$ cat config.mk
export PLATFORM = sky130hd
export DESIGN_NAME = mapper_mem_sequencer
export DESIGN_NICKNAME = d
export VERILOG_FILES = /design/src/rtl/mapper_mem_pkg.sv /design/src/rtl/mem_req_slot.sv /design/src/rtl/mapper_mem_sequencer.sv
export SDC_FILE = /design/constraint.sdc
export NUM_CORES = 1
export LEC_CHECK = 0
export ABC_AREA = 0
export BUFFER_PORTS_ARGS = -buffer_cell sky130_fd_sc_hd__buf_4
export CORE_MARGIN = 2
export CORE_UTILIZATION = 35
export CTS_CLUSTER_DIAMETER = 120
export DETAILED_ROUTE_END_ITERATION = 10
export HOLD_SLACK_MARGIN = 0.02
export PLACE_DENSITY = 0.68
export SLEW_MARGIN = 20
export SYNTH_ARGS = -nofsm -noshare
export SYNTH_HDL_FRONTEND = slang
export SYNTH_HIERARCHICAL = 1
export SYNTH_SLANG_ARGS = --single-unit
$ cat constraint.sdc
create_clock -name clk -period 2.9 [get_ports clk]
set_clock_uncertainty 0.1 [all_clocks]
set_input_delay 0.29 -clock clk [delete_from_list [all_inputs] [get_ports clk]]
set_output_delay 0.29 -clock clk [all_outputs]
set_load 0.02 [all_outputs]
$ cat src/rtl/mapper_mem_pkg.sv
// Shared types and constants for the mapper memory sequencer.
// Latency: none (declarations only).
// Backpressure: none (declarations only).
package mapper_mem_pkg;

   // Default width of the mapper's translated PRG/CHR addresses
   localparam int DEF_ADDR_W = 22;

   // Value returned by a read that never reaches a memory
   localparam logic [7:0] OPEN_BUS = 8'hFF;

   typedef enum logic [2:0] {
      IDLE,
      MEM,
      VRAM_A,
      VRAM_D,
      DONE
   } state_t;

   typedef enum logic {
      CH_PRG = 1'b0,
      CH_CHR = 1'b1
   } chan_t;

   // The channel that did not win last time
   function automatic chan_t other_chan(input chan_t c);
      return (c == CH_PRG) ? CH_CHR : CH_PRG;
   endfunction

endpackage

$ cat src/rtl/mem_req_slot.sv
// Per-channel pending-request latch: captures one strobe and holds it until the sequencer retires it.
// Latency: busy and held fields valid the cycle after the strobe; clear drops busy on the next edge.
// Backpressure: strobes arriving while busy are dropped; a simultaneous read+write is taken as a write.
module mem_req_slot
   import mapper_mem_pkg::*;
#(
   parameter int ADDR_W = DEF_ADDR_W,
   parameter int DATA_W = 8
) (
   input  logic              clk,
   input  logic              reset,
   input  logic              rd_stb,
   input  logic              wr_stb,
   input  logic [ADDR_W-1:0] addr,
   input  logic [DATA_W-1:0] wdata,
   input  logic              allow,
   input  logic              vram_ce,
   input  logic              vram_a10,
   input  logic              clear,
   output logic              busy,
   output logic [ADDR_W-1:0] slot_addr,
   output logic [DATA_W-1:0] slot_wdata,
   output logic              slot_we,
   output logic              slot_allow,
   output logic              slot_vram_ce,
   output logic              slot_vram_a10
);

   // Hold one request from strobe to completion; new strobes are ignored while occupied
   always_ff @(posedge clk) begin
      if (reset) begin
         busy          <= 1'b0;
         slot_addr     <= '0;
         slot_wdata    <= '0;
         slot_we       <= 1'b0;
         slot_allow    <= 1'b0;
         slot_vram_ce  <= 1'b0;
         slot_vram_a10 <= 1'b0;
      end else if (clear) begin
         busy <= 1'b0;
      end else if (!busy && (rd_stb || wr_stb)) begin
         busy          <= 1'b1;
         slot_addr     <= addr;
         slot_wdata    <= wdata;
         slot_we       <= wr_stb;
         slot_allow    <= allow;
         slot_vram_ce  <= vram_ce;
         slot_vram_a10 <= vram_a10;
      end
   end

endmodule

$ cat src/rtl/mapper_mem_sequencer.sv
// Turns mapper PRG/CHR accesses into internal VRAM cycles or external req/ack memory transactions.
// Latency: strobe N -> done N+3 (zero-wait ack or blocked access), N+4 for VRAM; busy clears one cycle after done.
// Backpressure: one outstanding request per channel, extra strobes dropped; MEM waits for mem_ack (bounded with MEM_TIMEOUT_EN).
module mapper_mem_sequencer
   import mapper_mem_pkg::*;
#(
   parameter int ADDR_W      = DEF_ADDR_W,
   parameter int DATA_W      = 8,
   parameter int TIMEOUT_CYC = 255
) (
   input  logic              clk,
   input  logic              reset,
   input  logic              prg_read,
   input  logic              prg_write,
   input  logic [ADDR_W-1:0] prg_addr,
   input  logic              prg_allow,
   input  logic [DATA_W-1:0] prg_wdata,
   output logic [DATA_W-1:0] prg_rdata,
   output logic              prg_busy,
   output logic              prg_done,
   input  logic              chr_read,
   input  logic              chr_write,
   input  logic [ADDR_W-1:0] chr_addr,
   input  logic              chr_allow,
   input  logic [DATA_W-1:0] chr_wdata,
   input  logic              vram_ce,
   input  logic              vram_a10,
   output logic [DATA_W-1:0] chr_rdata,
   output logic              chr_busy,
   output logic              chr_done,
   output logic              mem_req,
   output logic              mem_we,
   output logic [ADDR_W-1:0] mem_addr,
   output logic [DATA_W-1:0] mem_wdata,
   input  logic              mem_ack,
   input  logic [DATA_W-1:0] mem_rdata,
   output logic [10:0]       vram_addr,
   output logic              vram_we,
   input  logic [DATA_W-1:0] vram_rdata
`ifdef MEM_TIMEOUT_EN
   ,
   output logic              timeout_err
`endif
);

   localparam logic [DATA_W-1:0] OPEN_RD = DATA_W'(OPEN_BUS);

   state_t            state, state_nxt;
   chan_t             last_grant, grant_nxt;
   logic              g_allow, g_vce;
   logic              prg_clear, chr_clear;
   logic              rd_load;
   logic [DATA_W-1:0] rd_val;
   logic              wd_expired;

   logic [ADDR_W-1:0] p_addr, c_addr, cur_addr;
   logic [DATA_W-1:0] p_wdata, c_wdata, cur_wdata;
   logic              p_we, c_we, cur_we;
   logic              p_allow, c_allow, cur_allow;
   logic              p_vce, c_vce, cur_vce;
   logic              p_a10, c_a10, cur_a10;
   logic              cur_chr;

   mem_req_slot #(.ADDR_W(ADDR_W), .DATA_W(DATA_W)) u_prg_slot (
      .clk           (clk),
      .reset         (reset),
      .rd_stb        (prg_read),
      .wr_stb        (prg_write),
      .addr          (prg_addr),
      .wdata         (prg_wdata),
      .allow         (prg_allow),
      .vram_ce       (1'b0),
      .vram_a10      (1'b0),
      .clear         (prg_clear),
      .busy          (prg_busy),
      .slot_addr     (p_addr),
      .slot_wdata    (p_wdata),
      .slot_we       (p_we),
      .slot_allow    (p_allow),
      .slot_vram_ce  (p_vce),
      .slot_vram_a10 (p_a10)
   );

   mem_req_slot #(.ADDR_W(ADDR_W), .DATA_W(DATA_W)) u_chr_slot (
      .clk           (clk),
      .reset         (reset),
      .rd_stb        (chr_read),
      .wr_stb        (chr_write),
      .addr          (chr_addr),
      .wdata         (chr_wdata),
      .allow         (chr_allow),
      .vram_ce       (vram_ce),
      .vram_a10      (vram_a10),
      .clear         (chr_clear),
      .busy          (chr_busy),
      .slot_addr     (c_addr),
      .slot_wdata    (c_wdata),
      .slot_we       (c_we),
      .slot_allow    (c_allow),
      .slot_vram_ce  (c_vce),
      .slot_vram_a10 (c_a10)
   );

   // last_grant doubles as the channel currently in service
   assign cur_chr   = (last_grant == CH_CHR);
   assign cur_addr  = cur_chr ? c_addr  : p_addr;
   assign cur_wdata = cur_chr ? c_wdata : p_wdata;
   assign cur_we    = cur_chr ? c_we    : p_we;
   assign cur_allow = cur_chr ? c_allow : p_allow;
   assign cur_vce   = cur_chr ? c_vce   : p_vce;
   assign cur_a10   = cur_chr ? c_a10   : p_a10;

`ifdef MEM_TIMEOUT_EN
   logic [7:0] wd_cnt;

   assign wd_expired = (state == MEM) && !mem_ack && (wd_cnt == 8'(TIMEOUT_CYC - 1));

   // Count cycles spent waiting in MEM; a missing ack raises a sticky error
   always_ff @(posedge clk) begin
      if (reset) begin
         wd_cnt      <= '0;
         timeout_err <= 1'b0;
      end else begin
         wd_cnt <= (state == MEM) ? wd_cnt + 8'd1 : 8'd0;
         if (wd_expired) begin
            timeout_err <= 1'b1;
         end
      end
   end
`else
   // No watchdog in this build: MEM waits for mem_ack indefinitely
   logic [7:0] timeout_cfg_unused;
   assign timeout_cfg_unused = 8'(TIMEOUT_CYC);
   assign wd_expired = 1'b0;
`endif

   // State register and grant history
   always_ff @(posedge clk) begin
      if (reset) begin
         state      <= IDLE;
         last_grant <= CH_PRG;
      end else begin
         state <= state_nxt;
         if (state == IDLE && (prg_busy || chr_busy)) begin
            last_grant <= grant_nxt;
         end
      end
   end

   // Next state: arbitrate in IDLE, then route by allow / vram_ce
   always_comb begin
      state_nxt = state;
      grant_nxt = last_grant;
      g_allow   = 1'b0;
      g_vce     = 1'b0;
      case (state)
         IDLE: begin
            if (prg_busy || chr_busy) begin
               if (prg_busy && chr_busy) begin
                  grant_nxt = other_chan(last_grant);
               end else begin
                  grant_nxt = chr_busy ? CH_CHR : CH_PRG;
               end
               g_allow = (grant_nxt == CH_CHR) ? c_allow : p_allow;
               g_vce   = (grant_nxt == CH_CHR) && c_vce;
               // A blocked access skips memory but idles one cycle in VRAM_D so
               // it completes on the same schedule as a zero-wait memory access
               if (!g_allow) begin
                  state_nxt = VRAM_D;
               end else if (g_vce) begin
                  state_nxt = VRAM_A;
               end else begin
                  state_nxt = MEM;
               end
            end
         end
         MEM: begin
            if (mem_ack || wd_expired) begin
               state_nxt = DONE;
            end
         end
         VRAM_A:  state_nxt = VRAM_D;
         VRAM_D:  state_nxt = DONE;
         DONE:    state_nxt = IDLE;
         default: state_nxt = IDLE;
      endcase
   end

   // Outputs decoded from state and the in-service slot
   always_comb begin
      mem_req   = 1'b0;
      mem_we    = 1'b0;
      mem_addr  = '0;
      mem_wdata = '0;
      vram_addr = '0;
      vram_we   = 1'b0;
      prg_done  = 1'b0;
      chr_done  = 1'b0;
      rd_load   = 1'b0;
      rd_val    = OPEN_RD;
      case (state)
         MEM: begin
            mem_req   = 1'b1;
            mem_we    = cur_we;
            mem_addr  = cur_addr;
            mem_wdata = cur_wdata;
            rd_load   = !cur_we && (mem_ack || wd_expired);
            rd_val    = mem_ack ? mem_rdata : OPEN_RD;
         end
         VRAM_A: begin
            // Internal VRAM shares the external write-data bus
            vram_addr = {cur_a10, cur_addr[9:0]};
            vram_we   = cur_we;
            mem_wdata = cur_we ? cur_wdata : '0;
         end
         VRAM_D: begin
            rd_load = !cur_we;
            rd_val  = (cur_allow && cur_vce) ? vram_rdata : OPEN_RD;
         end
         DONE: begin
            prg_done = !cur_chr;
            chr_done = cur_chr;
         end
         default: begin
         end
      endcase
      prg_clear = prg_done;
      chr_clear = chr_done;
   end

   // Per-channel read data, held until the next completed read on that channel
   always_ff @(posedge clk) begin
      if (reset) begin
         prg_rdata <= OPEN_RD;
         chr_rdata <= OPEN_RD;
      end else if (rd_load) begin
         if (cur_chr) begin
            chr_rdata <= rd_val;
         end else begin
            prg_rdata <= rd_val;
         end
      end
   end

endmodule

Word-level counts from Yosys, hierarchy flattened --
Index checks and enable logic that the tools add are counted.
Word-level totals: register bits 88, bits of input ports 87, output and inout port bits 64, word-level logic and storage cells 78
Cells by class: equality and inequality tests 6, multiplexer cells 30, bitwise logic cells 3, reductions and logical operators 23
Operator list (number):
- 2-to-1 mux 22 bit | 2
- 2-to-1 mux 8 bit | 4
- case mux 8 bit (2 select lines) | 2
- 2-to-1 mux 1 bit | 15
- case mux 3 bit (4 select lines) | 1
- 2-to-1 mux 11 bit | 1
- AND reduction 2 bit | 5
- logical AND 1 bit | 7
- == test 3 x 2 -> 1 bit, second input constant | 2
- 2-to-1 mux 3 bit | 2
- zero test 1 bit | 4
- 2-to-1 mux 2 bit | 2
- OR reduction 2 bit | 2
- == test 3 x 1 -> 1 bit, second input constant | 1
- == test 3 bit, second input constant | 1
- zero test 3 bit | 1
- logical OR 1 bit | 3
- inverter 1 bit | 3
- AND reduction 3 bit | 1
- != test 2 x 1 -> 1 bit, second input constant | 1
- != test 2 bit, second input constant | 1
- case mux 1 bit (2 select lines) | 1

Logic depth before layout (Yosys ltp) --
Gate-level depths: netlist of the first run.
depth in word-level cells 9, depth in mapped cells 8, mapped depth without buffers 4

By module --
The synthesis of the first run kept the hierarchy.
By module, submodules not included:
- mem_req_slot | times used 2, cells an instance 152, area an instance 1585.3 sq um, seq. area each 700.7 sq um
- mapper_mem_sequencer | times used 1, cells an instance 201, area an instance 1649.1 sq um, seq. area each 400.4 sq um

Worst setup path after synthesis of the first run --
No wires, ideal clock.
path type reg2reg, start register last_grant, in the netlist cur_chr, end register u_chr_slot.slot_addr[0], library setup time 0.118 ns, arrival 2.401 ns, required time 2.682 ns, path slack 0.281 ns, stages on the path, launching flop included 9, buffers on the path 4, clock period less this slack 2.619 ns, path through dfxtp_1 buf_2 buf_2 nor4bb_1 nor2_2 o21a_1 buf_6 buf_12 mux2i_1
Between the ends: longest elaborated chain between the ends 3
RTL lines:
- start: declaration | RTL line mapper_mem_sequencer.sv:49 | chan_t last_grant, grant_nxt;
- start signal: assignment | RTL line mapper_mem_sequencer.sv:145 | last_grant <= grant_nxt;
- 2-to-1 mux 1 bit | RTL line mapper_mem_sequencer.sv:201 | case (state)
- named net chr_done | RTL line mapper_mem_sequencer.sv:30 | output logic chr_done,
- inverter 1 bit (no line)
- AND reduction 2 bit (no line)
- end signal: assignment | RTL line mem_req_slot.sv:43 | slot_addr <= addr;
- end: declaration | RTL line mem_req_slot.sv:21 | output logic [ADDR_W-1:0] slot_addr,
The timed path passes the listed nets, and every way through them passes these cells. A chain may end at the register's enable or synchronous reset.

Worst setup path after layout of the first run --
start register state[0], end output mem_addr[19]
Between the ends: longest elaborated chain between the ends 2
RTL lines:
- start: declaration | RTL line mapper_mem_sequencer.sv:48 | state_t state, state_nxt;
- start signal: assignment | RTL line mapper_mem_sequencer.sv:143 | state <= state_nxt;
- == test 3 x 1 -> 1 bit | RTL line mapper_mem_sequencer.sv:201
- 2-to-1 mux 22 bit | RTL line mapper_mem_sequencer.sv:201
- end: declaration | RTL line mapper_mem_sequencer.sv:33 | output logic [ADDR_W-1:0] mem_addr,
No other way between the ends.

==> reports/metrics.cfg, run 1 <==
[synth]
synth_fa_ha_area_share_pct=0
synth_cell_type_count=35
synth-xor-area-share_pct=0
synth_edf_count=0
synth_seq_area_share_pct=37.38
synth_area_sq_um=4820
avgSynthCellArea_sq_um=9.544
yosys.area_share.simple_pct=24.90
synth_top_family_by_area=simple AND/OR/NAND/NOR gates
netlist_instances=505
synthFlopType=dfxtp_1
yosys_warnings=6
yosys_register_bits=90
synth_compound_area_share_pct=9.943
synthMuxAreaShare_pct=20.35
synth_async_sr_flop_share_pct=0

[floorplanning]
coreArea_sq_um=13350
rows=42
die_h_um=121.3
ios=151
dieArea_sq_um=14720
die_x_um=121.3
initial_core_util_pct=36.11

[grt]
globalRouteMet3Util_pct=4.041
met1_usage_pct=22.84
grt_pass1_wl_um=19510
met2_usage_pct=25.60
track_usage_pct=16.67
grt_max_degree=141
grt_pass1_vias=3963
top_usage_layer=met2
antenna_found_initial=0
overflow=0

[drt]
wire_per_inst_um=15.08
routed_via_density=4.959
drtIter0Drc=286
dr.pass1.iters=4
drc=0
vias=4017
wl_um=12220
drtAntennaViolNets=0

[setup_path]
crit_fanout=24
crit_chain=nand2b_4, or2_2, nor2_1, buf_4
critical_path.slowest_cell=dfxtp_1
worst-endpoint-required_ns=2.51
path_depth=4
endpoint_kind=primary output
critPathMaxStageDelay_ns=0.57
cp-start-kind=flop
rr_worst_depth=6
cpLargestDelayFamily=simple AND/OR/NAND/NOR gates
critPathKind=reg2out
critPathBufInv=1
arrival_ns=2.07

[timing]
finalSetupViolations=0
finalHoldViolations=0
rsz0062_at_grt=false
period_needed_ns=2.455
maxSlewViolCount=0
fmax_ghz=0.4073
slew_headroom_pct=32.55
fin_crit_sh_pct=84.66
worstMarginPinSlew_ns=1.008
finalSetupTns_ns=0
fin_worst_hold_slack_ns=0.1080

[finish]
n_antenna_cell=0
syn_to_final_growth_pct=29.62
layout.cells.most_common=buf_4
final_util_pct=46.80
drive_gt1_share_pct=28.86
final.fill_count=1307
design_area_sq_um=6247
num-nets-final=716
final_cell_mix=buf_4 (154), nand2b_1 (137), mux2i_1 (98), dfxtp_1 (89), nor2_1 (37)
final_cells=810

[power_and_ir_drop]
ir_drop_mv=0.3061
power_density_nw_per_um2=543.3
leakagePower_nw=2.575

[placement]
place_inst=794
dpl.hpwl_um=8658
gp_congestion=0.7915
placed_cell_area_sq_um=5934
io_buffers=150

[worst_hold_path]
holdCritPathClass=in2reg
min_path_cells=3

[clocking]
cts_tree=yes
cts_resized=0
clk_pin_slew_ns=0.07
clockBufferDepth=2
cts_buffers=9
postCtsHoldBufs=0
clk-insertion-delay-late_ns=0.35
cts-htree-levels=3
cts-root-buf=clkbuf_16
post_cts.repair.setup_buffers=0
cts_num_sinks=90

[flow_run]
max_cap_viol_count=0

[status]
status=completed

==> cell families after synthesis <==
| logic type | Yosys count |
|---|---|
| AOI/OAI and AO/OA | 54 |
| buffers and inverters | 56 |
| DFF | 90 |
| muxes | 98 |
| other | 1 |
| and+or+nand+nor | 206 |
==> final timing paths <==
| path | start | slack [ns] | endpoint |
|---|---|---|---|
| max reg2reg | state[2] | 0.68 | u_prg_slot/slot_wdata[3] |
| max | state[0] | 0.44 | mem_addr[19] |
| min | prg_addr[16] | 0.11 | u_prg_slot/slot_addr[16] |
| min reg2reg | u_prg_slot/slot_wdata[2] | 0.37 | u_prg_slot/slot_wdata[2] |
==> synth_stat cells, drive strengths merged (3+ instances only) <==
| cell | number | share of area (%) |
|---|---|---|
| a2111oi | 18 | 3.3 |
| a211o | 8 | 1.5 |
| a21oi | 3 | 0.31 |
| a221o | 16 | 3.3 |
| buf | 20 | 4.5 |
| clkbuf | 24 | 1.9 |
| dfxtp | 90 | 37 |
| inv | 12 | 0.93 |
| mux2i | 98 | 20 |
| nand2 | 4 | 0.31 |
| nand2b | 138 | 18 |
| nor2 | 39 | 3.1 |
| nor3 | 13 | 1.3 |
| o21a | 3 | 0.47 |
==> tightest hold or removal path: stages <==
cell      delay (ns)
buf_4           0.11
nand2b_1        0.05
mux2i_1         0.06
==> metal layers <==
layer | vias to the layer above | wire (um)
met5 | - | 0
met1 | 1869 | 5864
met3 | 16 | 889
li1 | 1997 | -
met4 | 0 | 195
met2 | 135 | 5267
==> where the power goes <==
group          total, mW  internal [mW]  switching [mW]
sequential          1.42           1.34          0.0796
combinational      0.750          0.359           0.391
clock               1.22          0.702           0.522
total               3.39           2.40           0.993
==> area by class of cell <==
class | instances | area [sq um] | area share (%)
inverters | 12 | 45.04 | 0.7210
clock buffers | 10 | 239.0 | 3.825
multi-input cells | 360 | 2670 | 42.74
well taps | 176 | 220.2 | 3.525
flip-flops and latches | 90 | 1803 | 28.86
clock inverters | 6 | 73.82 | 1.182
repair buffers | 156 | 1196 | 19.15
==> metrics by stage <==
step / total power [mW] / setup slack [ns]
2_1_floorplan: 1.961 / 0.2814
3_3_place_gp: 2.179 / 0.7267
3_5_place_dp: 2.200 / 0.6347
4_1_cts: 3.429 / 0.4652
5_1_grt: 3.560 / 0.3238
6_report: 3.394 / 0.4448
==> sequential cells by signal, indices dropped and copies added (netlist names), 3 cells and up <==
name                   flops
u_chr_slot/slot_addr      22
u_prg_slot/slot_addr      22
chr_rdata                  8
prg_rdata                  8
u_chr_slot/slot_wdata      8
u_prg_slot/slot_wdata      8
state                      3
Power figures use the tool's default switching activity.
==> run 2, diff against run 1 <==
--- a/config.mk
+++ b/config.mk
@@ -5,14 +5,14 @@
 export SDC_FILE = /design/constraint.sdc
 export NUM_CORES = 1
 export LEC_CHECK = 0
-export ABC_AREA = 0
+export ABC_AREA = 1
 export BUFFER_PORTS_ARGS = -buffer_cell sky130_fd_sc_hd__buf_4
 export CORE_MARGIN = 2
 export CORE_UTILIZATION = 35
 export CTS_CLUSTER_DIAMETER = 120
 export DETAILED_ROUTE_END_ITERATION = 10
 export HOLD_SLACK_MARGIN = 0.02
-export PLACE_DENSITY = 0.68
+export PLACE_DENSITY = 0.71
 export SLEW_MARGIN = 20
 export SYNTH_ARGS = -nofsm -noshare
 export SYNTH_HDL_FRONTEND = slang
==> constraint.sdc (replaced) <==
create_clock -name clk -period 2.15 [get_ports clk]
set_clock_uncertainty 0.1 [all_clocks]
set_input_delay 0.215 -clock clk [delete_from_list [all_inputs] [get_ports clk]]
set_output_delay 0.215 -clock clk [all_outputs]
set_load 0.02 [all_outputs]
==> run 2 against run 1 <==
Critical endpoint is now mem_wdata[5]. Sequential share of layout area decreased by 0.14 points. Highest routed layer unchanged. Sequential power grew 48%. Count of clock-buffer cells in the layout unchanged. Design area up 0.48%. Routed wire length grew 12%.
==> reports/metrics.cfg, run 2 <==
[setup_path]
cp-start-kind=flop
critPathKind=reg2out
worst-endpoint-required_ns=1.84  ; -0.67 ns
r2r-start=state[1]
arrival_ns=1.70  ; -0.37 ns
endpoint_kind=primary output
worst_setup_path_startpoint=state[1]
crit_fanout=16  ; -33%

[timing]
rsz0062_at_grt=false
fin_crit_sh_pct=93.68
finalSetupTns_ns=0  ; unchanged
period_needed_ns=2.014
finalHoldViolations=0  ; unchanged
maxSlewViolCount=0  ; unchanged
finalSetupViolations=0  ; unchanged
fmax_ghz=0.4965
fin_ws_ns=0.1358  ; -0.3090 ns

[finish]
top_regs=u_chr_slot/slot_addr (22), u_prg_slot/slot_addr (22)
final.fill_count=1407  ; +7.7%
final_util_pct=47.59  ; +0.79 points
syn_to_final_growth_pct=32.83
n_antenna_cell=0  ; unchanged
drive_gt1_share_pct=24.50  ; -4.4 points
final_cells=1025  ; +27%
num-nets-final=932  ; +30%
layout.cells.most_common=buf_4
final_cell_mix=buf_4 (156), nand2_1 (136), nor2_1 (123), a21oi_1 (99)

[clocking]
postCtsHoldBufs=0  ; unchanged
cts-htree-levels=3  ; unchanged
clockBufferDepth=2  ; unchanged
clk_pin_slew_ns=0.06  ; about the same
cts-root-buf=clkbuf_16
clk-insertion-delay-late_ns=0.34  ; about the same
cts_tree=yes
cts_num_sinks=90  ; unchanged
cts_buffers=9  ; unchanged

[synth]
synth_async_sr_flop_share_pct=0  ; unchanged
synth_area_sq_um=4726  ; -1.9%
synth_common_cells=nand2_1 (136), nor2_1 (123), a21oi_1 (99)
synth_top_area_share_pct=38.13  ; +0.74 points
yosys_register_bits=90  ; unchanged
synth_most_common_cell=nand2_1
synth_area_leaders=dfxtp_1 (38%), nand2_1 (11%), a21oi_1 (10%)
synth_edf_count=0  ; unchanged
avgSynthCellArea_sq_um=6.582  ; -31%
netlist_instances=718  ; +42%
synthFlopType=dfxtp_1
yosys_warnings=6  ; unchanged
synth_top_cell_by_area=dfxtp_1
synth_seq_area_share_pct=38.13  ; +0.74 points
synth_cell_type_count=29  ; -17%

[grt]
overflow=0  ; unchanged
grt_pass1_vias=4621  ; +17%
track_usage_pct=19.33  ; +2.7 points
grt_max_degree=69  ; -51%
grt_pass1_wl_um=22090  ; +13%
antenna_found_initial=0  ; unchanged

[placement]
place_inst=1010  ; +27%
place_worst_setup_slack_ns=0.2988  ; -0.3359 ns
gp_congestion=0.8770  ; +11%
dpl.hpwl_um=10030  ; +16%
io_buffers=150  ; unchanged

[drt]
drc=0  ; unchanged
wl_um=13640  ; +12%
vias=4818  ; +20%
drtAntennaViolNets=0  ; unchanged
routed_via_density=4.700  ; -5.2%
drtIter0Drc=244  ; -15%
dr.pass1.iters=4  ; unchanged
wire_per_inst_um=13.31  ; -12%

[floorplanning]
coreArea_sq_um=13190  ; -1.2%
initial_core_util_pct=35.83  ; -0.28 points
die_x_um=120.2  ; -0.94%
ios=151  ; unchanged
rows=42  ; unchanged
dieArea_sq_um=14450  ; -1.9%
die_h_um=120.2  ; -0.94%

[worst_hold_path]
holdCritPathClass=in2reg
hp-start=prg_read

[power_and_ir_drop]
leakagePower_nw=3.109  ; +21%
power_density_nw_per_um2=973.6  ; +79%
ir_drop_mv=0.4925  ; +61%

[status]
status=completed

[flow_run]
max_cap_viol_count=0  ; unchanged

[run 2: cell count changes in the layout (fill, tap and decap cells not counted), sizes merged, moves of 8 or more]
| cell | previous run | this run |
|---|---|---|
| nand3 | 1 | 90 |
| a221o | 16 | 0 |
| nor2 | 39 | 131 |
| a2111oi | 18 | 0 |
| nand2b | 138 | 0 |
| inv | 14 | 87 |
| a211o | 8 | 0 |
| nand2 | 4 | 141 |
| mux2i | 98 | 10 |
| a21oi | 3 | 99 |
[run 2: critical path: stages (launching register included)]
cell and delay [ns]:
dfxtp_1 0.43, inv_2 0.06, nand2_2 0.29, inv_2 0.13, nor2_8 0.22, nor3_2 0.06, buf_4 0.16
[run 2: layout make-up]
class                      count  area, sq um  area share, %
sequential                    90         1803          28.72
inverter                      91        346.6          5.521
tap                          176        220.2          3.508
multi-input combinational    492         2312          36.83
clock inverter                 5        103.9          1.654
clock buffer                  10        229.0          3.648
timing repair buffer         161         1262          20.11
[run 2: cell families after synthesis]
family	count (synthesis)	share of synthesized area, %
other	1	0.07935
and+or+nand+nor	377	35.40
DFF	90	38.13
AOI/OAI and AO/OA	103	11.04
muxes	10	2.118
buffers and inverters	137	13.24
[run 2: worst paths after layout]
path	depth (start not counted)	end	slack, ns
max	6	mem_wdata[5]	0.14
min reg2reg	2	prg_rdata[7]	0.36
max reg2reg	8	u_chr_slot/slot_wdata[6]	0.38
min	4	u_prg_slot/slot_we	0.06
[run 2: what timing repair did]
action,in CTS,in global routing
endpoints found under the setup margin,15,5
setup buffers,0,0
gates resized for setup,1,1
gates cloned,0,0
[run 2: metrics by stage]
stage / total power [mW] / hold slack (ns) / instance area, sq um
4_1_cts: 6.157 / 0.05452 / 6274
3_5_place_dp: 4.372 / 0.3484 / 5939
2_1_floorplan: 3.632 / 0.1918 / 4730
6_report: 6.111 / 0.06294 / 6277
3_3_place_gp: 4.351 / 0.3440 / 5939
5_1_grt: 6.483 / 0.05567 / 6277
[run 2: routing by layer]
layer | vias to the layer above | wire [um] | part of all wire [%] | track usage, %
met5 | - | 0 | 0 | 0
met4 | 0 | 256 | 1.9 | 6.176
met3 | 19 | 1296 | 9.5 | 7.217
met2 | 167 | 6570 | 48 | 33.49
met1 | 2125 | 5518 | 40 | 21.96
li1 | 2507 | - | - | -
[run 2: report_power, final]
group	total, mW	internal, mW	switching (mW)	leakage, nW
Clock	1.78	1.13	0.646	0.163
Combinational	2.24	0.860	1.38	2.20
Sequential	2.10	1.91	0.187	0.746
Total	6.11	3.90	2.21	3.11
==> run 3, diff against run 2 <==
--- a/config.mk
+++ b/config.mk
@@ -7,7 +7,7 @@
 export LEC_CHECK = 0
 export ABC_AREA = 1
 export BUFFER_PORTS_ARGS = -buffer_cell sky130_fd_sc_hd__buf_4
-export CORE_MARGIN = 2
+export CORE_MARGIN = 10
 export CORE_UTILIZATION = 35
 export CTS_CLUSTER_DIAMETER = 120
 export DETAILED_ROUTE_END_ITERATION = 10
==> run 3 against run 2 <==
Sequential power barely moved. Final cell count increased by 0.20%. Via count rose by 1.6%. Critical path depth is the same. Combinational power is 3% higher. Design area up 0.12%. Worst hold slack worse by 0.0031 ns. Setup slack got worse by 0.043 ns. First-iteration DRC count increased by 14%. Highest routed layer unchanged.
==> reports/metrics.cfg, run 3 (same netlist as run 2, synthesis figures left out) <==
[status]
status=completed

[setup_path]
critical_path.slowest_cell=dfxtp_1
worst-endpoint-required_ns=1.84  ; about the same
critPathBufInv=3  ; unchanged
endpoint_kind=primary output
crit_fanout=13  ; -3
cpMostUsedCell=buf_4
cpLargestDelayFamily=buffers and inverters
crit_chain=inv_2, nor2_4, nand2_4, buf_4, a21oi_1, buf_4
critPathMaxStageDelay_ns=0.38  ; -0.05 ns
arrival_ns=1.74  ; +0.04 ns
critPathKind=reg2out
cp-start-kind=flop

[drt]
wire_per_inst_um=14.76  ; +11%
drtAntennaViolNets=0  ; unchanged
drtIter0Drc=279  ; +14%
routed_via_density=4.767  ; +1.4%
drc=0  ; unchanged
vias=4896  ; +1.6%
wl_um=15160  ; +11%
dr.pass1.iters=4  ; unchanged

[floorplanning]
dieArea_sq_um=18550  ; +28%
die_x_um=136.2  ; +13%
die_h_um=136.2  ; +13%
ios=151  ; unchanged
initial_core_util_pct=35.69  ; -0.14 points
coreArea_sq_um=13240  ; +0.40%
rows=42  ; unchanged

[grt]
grt_max_degree=69  ; unchanged
overflow=0  ; unchanged
track_usage_pct=15.93  ; -3.4 points
grt_pass1_vias=4736  ; +2.5%
grt_pass1_wl_um=23550  ; +6.6%
antenna_found_initial=0  ; unchanged

[timing]
maxSlewViolCount=0  ; unchanged
finalSetupViolations=0  ; unchanged
finalHoldViolations=0  ; unchanged
period_needed_ns=2.057  ; +0.04303 ns
fmax_ghz=0.4861  ; -2.1%
fin_worst_hold_slack_ns=0.05982  ; -0.003124 ns
finalSetupTns_ns=0  ; unchanged
rsz0062_at_grt=false
fin_crit_sh_pct=95.68  ; +2.0 points

[finish]
syn_to_final_growth_pct=32.99
top_regs=u_chr_slot/slot_addr (22), u_prg_slot/slot_addr (22)
drive_gt1_share_pct=24.79  ; +0.29 points
layout.cells.most_common=buf_4
final_cell_mix=buf_4 (158), nand2_1 (136), nor2_1 (123), a21oi_1 (99)
n_antenna_cell=0  ; unchanged
num-nets-final=933  ; +0.11%
final.fill_count=1389  ; -1.3%

[placement]
dpl.hpwl_um=11260  ; +12%
gp_congestion=0.8552  ; -2.5%
io_buffers=150  ; unchanged

[clocking]
cts_num_sinks=90  ; unchanged
cts-htree-levels=3  ; unchanged
clk_pin_slew_ns=0.06  ; about the same
cts-root-buf=clkbuf_16
cts_tree=yes
cts_buffers=9  ; unchanged
clk-insertion-delay-late_ns=0.34  ; about the same
clockBufferDepth=2  ; unchanged

[power_and_ir_drop]
leakagePower_nw=3.113  ; +0.15%
power_density_nw_per_um2=973.7  ; about the same
ir_drop_mv=0.4849  ; -1.6%

[worst_hold_path]
holdCritPathClass=in2reg

[flow_run]
max_cap_viol_count=0  ; unchanged

-- run 3: layer usage --
layer | wire length [um] | GRT usage (%)
met3 | 1685 | 7.749
met5 | 0 | 0
met4 | 144 | 3.846
met1 | 6075 | 17.50
met2 | 7252 | 27.05
-- run 3: layout make-up --
cell class | instances | area, sq um | share of cell area (%)
repair buffers | 162 | 1266 | 20.15
inverters | 91 | 349.1 | 5.554
clock inverters | 6 | 90.09 | 1.433
clock buffers | 10 | 239.0 | 3.803
flip-flops and latches | 90 | 1803 | 28.69
multi-input cells | 492 | 2317 | 36.87
well taps | 176 | 220.2 | 3.504
-- run 3: final timing paths --
path                            slack, ns          from  depth (start not counted)                  endpoint
worst max register to register       0.43      state[1]                          8  u_chr_slot/slot_addr[20]
worst min register to register       0.36  prg_rdata[5]                          2              prg_rdata[5]
worst max-delay path                 0.09      state[0]                          6              mem_addr[16]
worst min-delay path                 0.06      chr_read                          4        u_chr_slot/slot_we
-- run 3: worst reg2reg max path, cell delays in order (launching register included) --
cell     delay [ns]
dfxtp_1        0.41
nor2_1         0.10
nand2_1        0.09
nor2_1         0.09
nor2_4         0.28
buf_12         0.29
nand3_1        0.13
nand2_1        0.10
nor2_1         0.04
-- run 3: power breakdown --
part	switching [mW]	internal (mW)	total (mW)
clock network	0.678	1.05	1.73
logic	1.43	0.870	2.30
registers	0.175	1.91	2.09
-- run 3: repair_timing --
item,4_1_cts,5_1_grt
pin swaps,0,1
hold buffers,0,0
endpoints found under the hold margin,0,0
buffers inserted,0,1
setup endpoints to repair,1,5
resized for setup,1,2
-- run 3: stage by stage --
step | setup WS (ns) | instances | power, mW | util (%) | cell area (sq um)
2_1_floorplan | 0.2875 | 719 | 3.632 | - | 4730
3_5_place_dp | 0.3962 | 1010 | 4.426 | 44.85 | 5939
3_3_place_gp | 0.4442 | 1010 | 4.401 | 44.85 | 5939
6_report | 0.09277 | 1027 | 6.119 | 47.46 | 6285
5_1_grt | 0.02023 | 1027 | 6.514 | 47.46 | 6285
4_1_cts | 0.06902 | 1026 | 6.180 | 47.37 | 6274
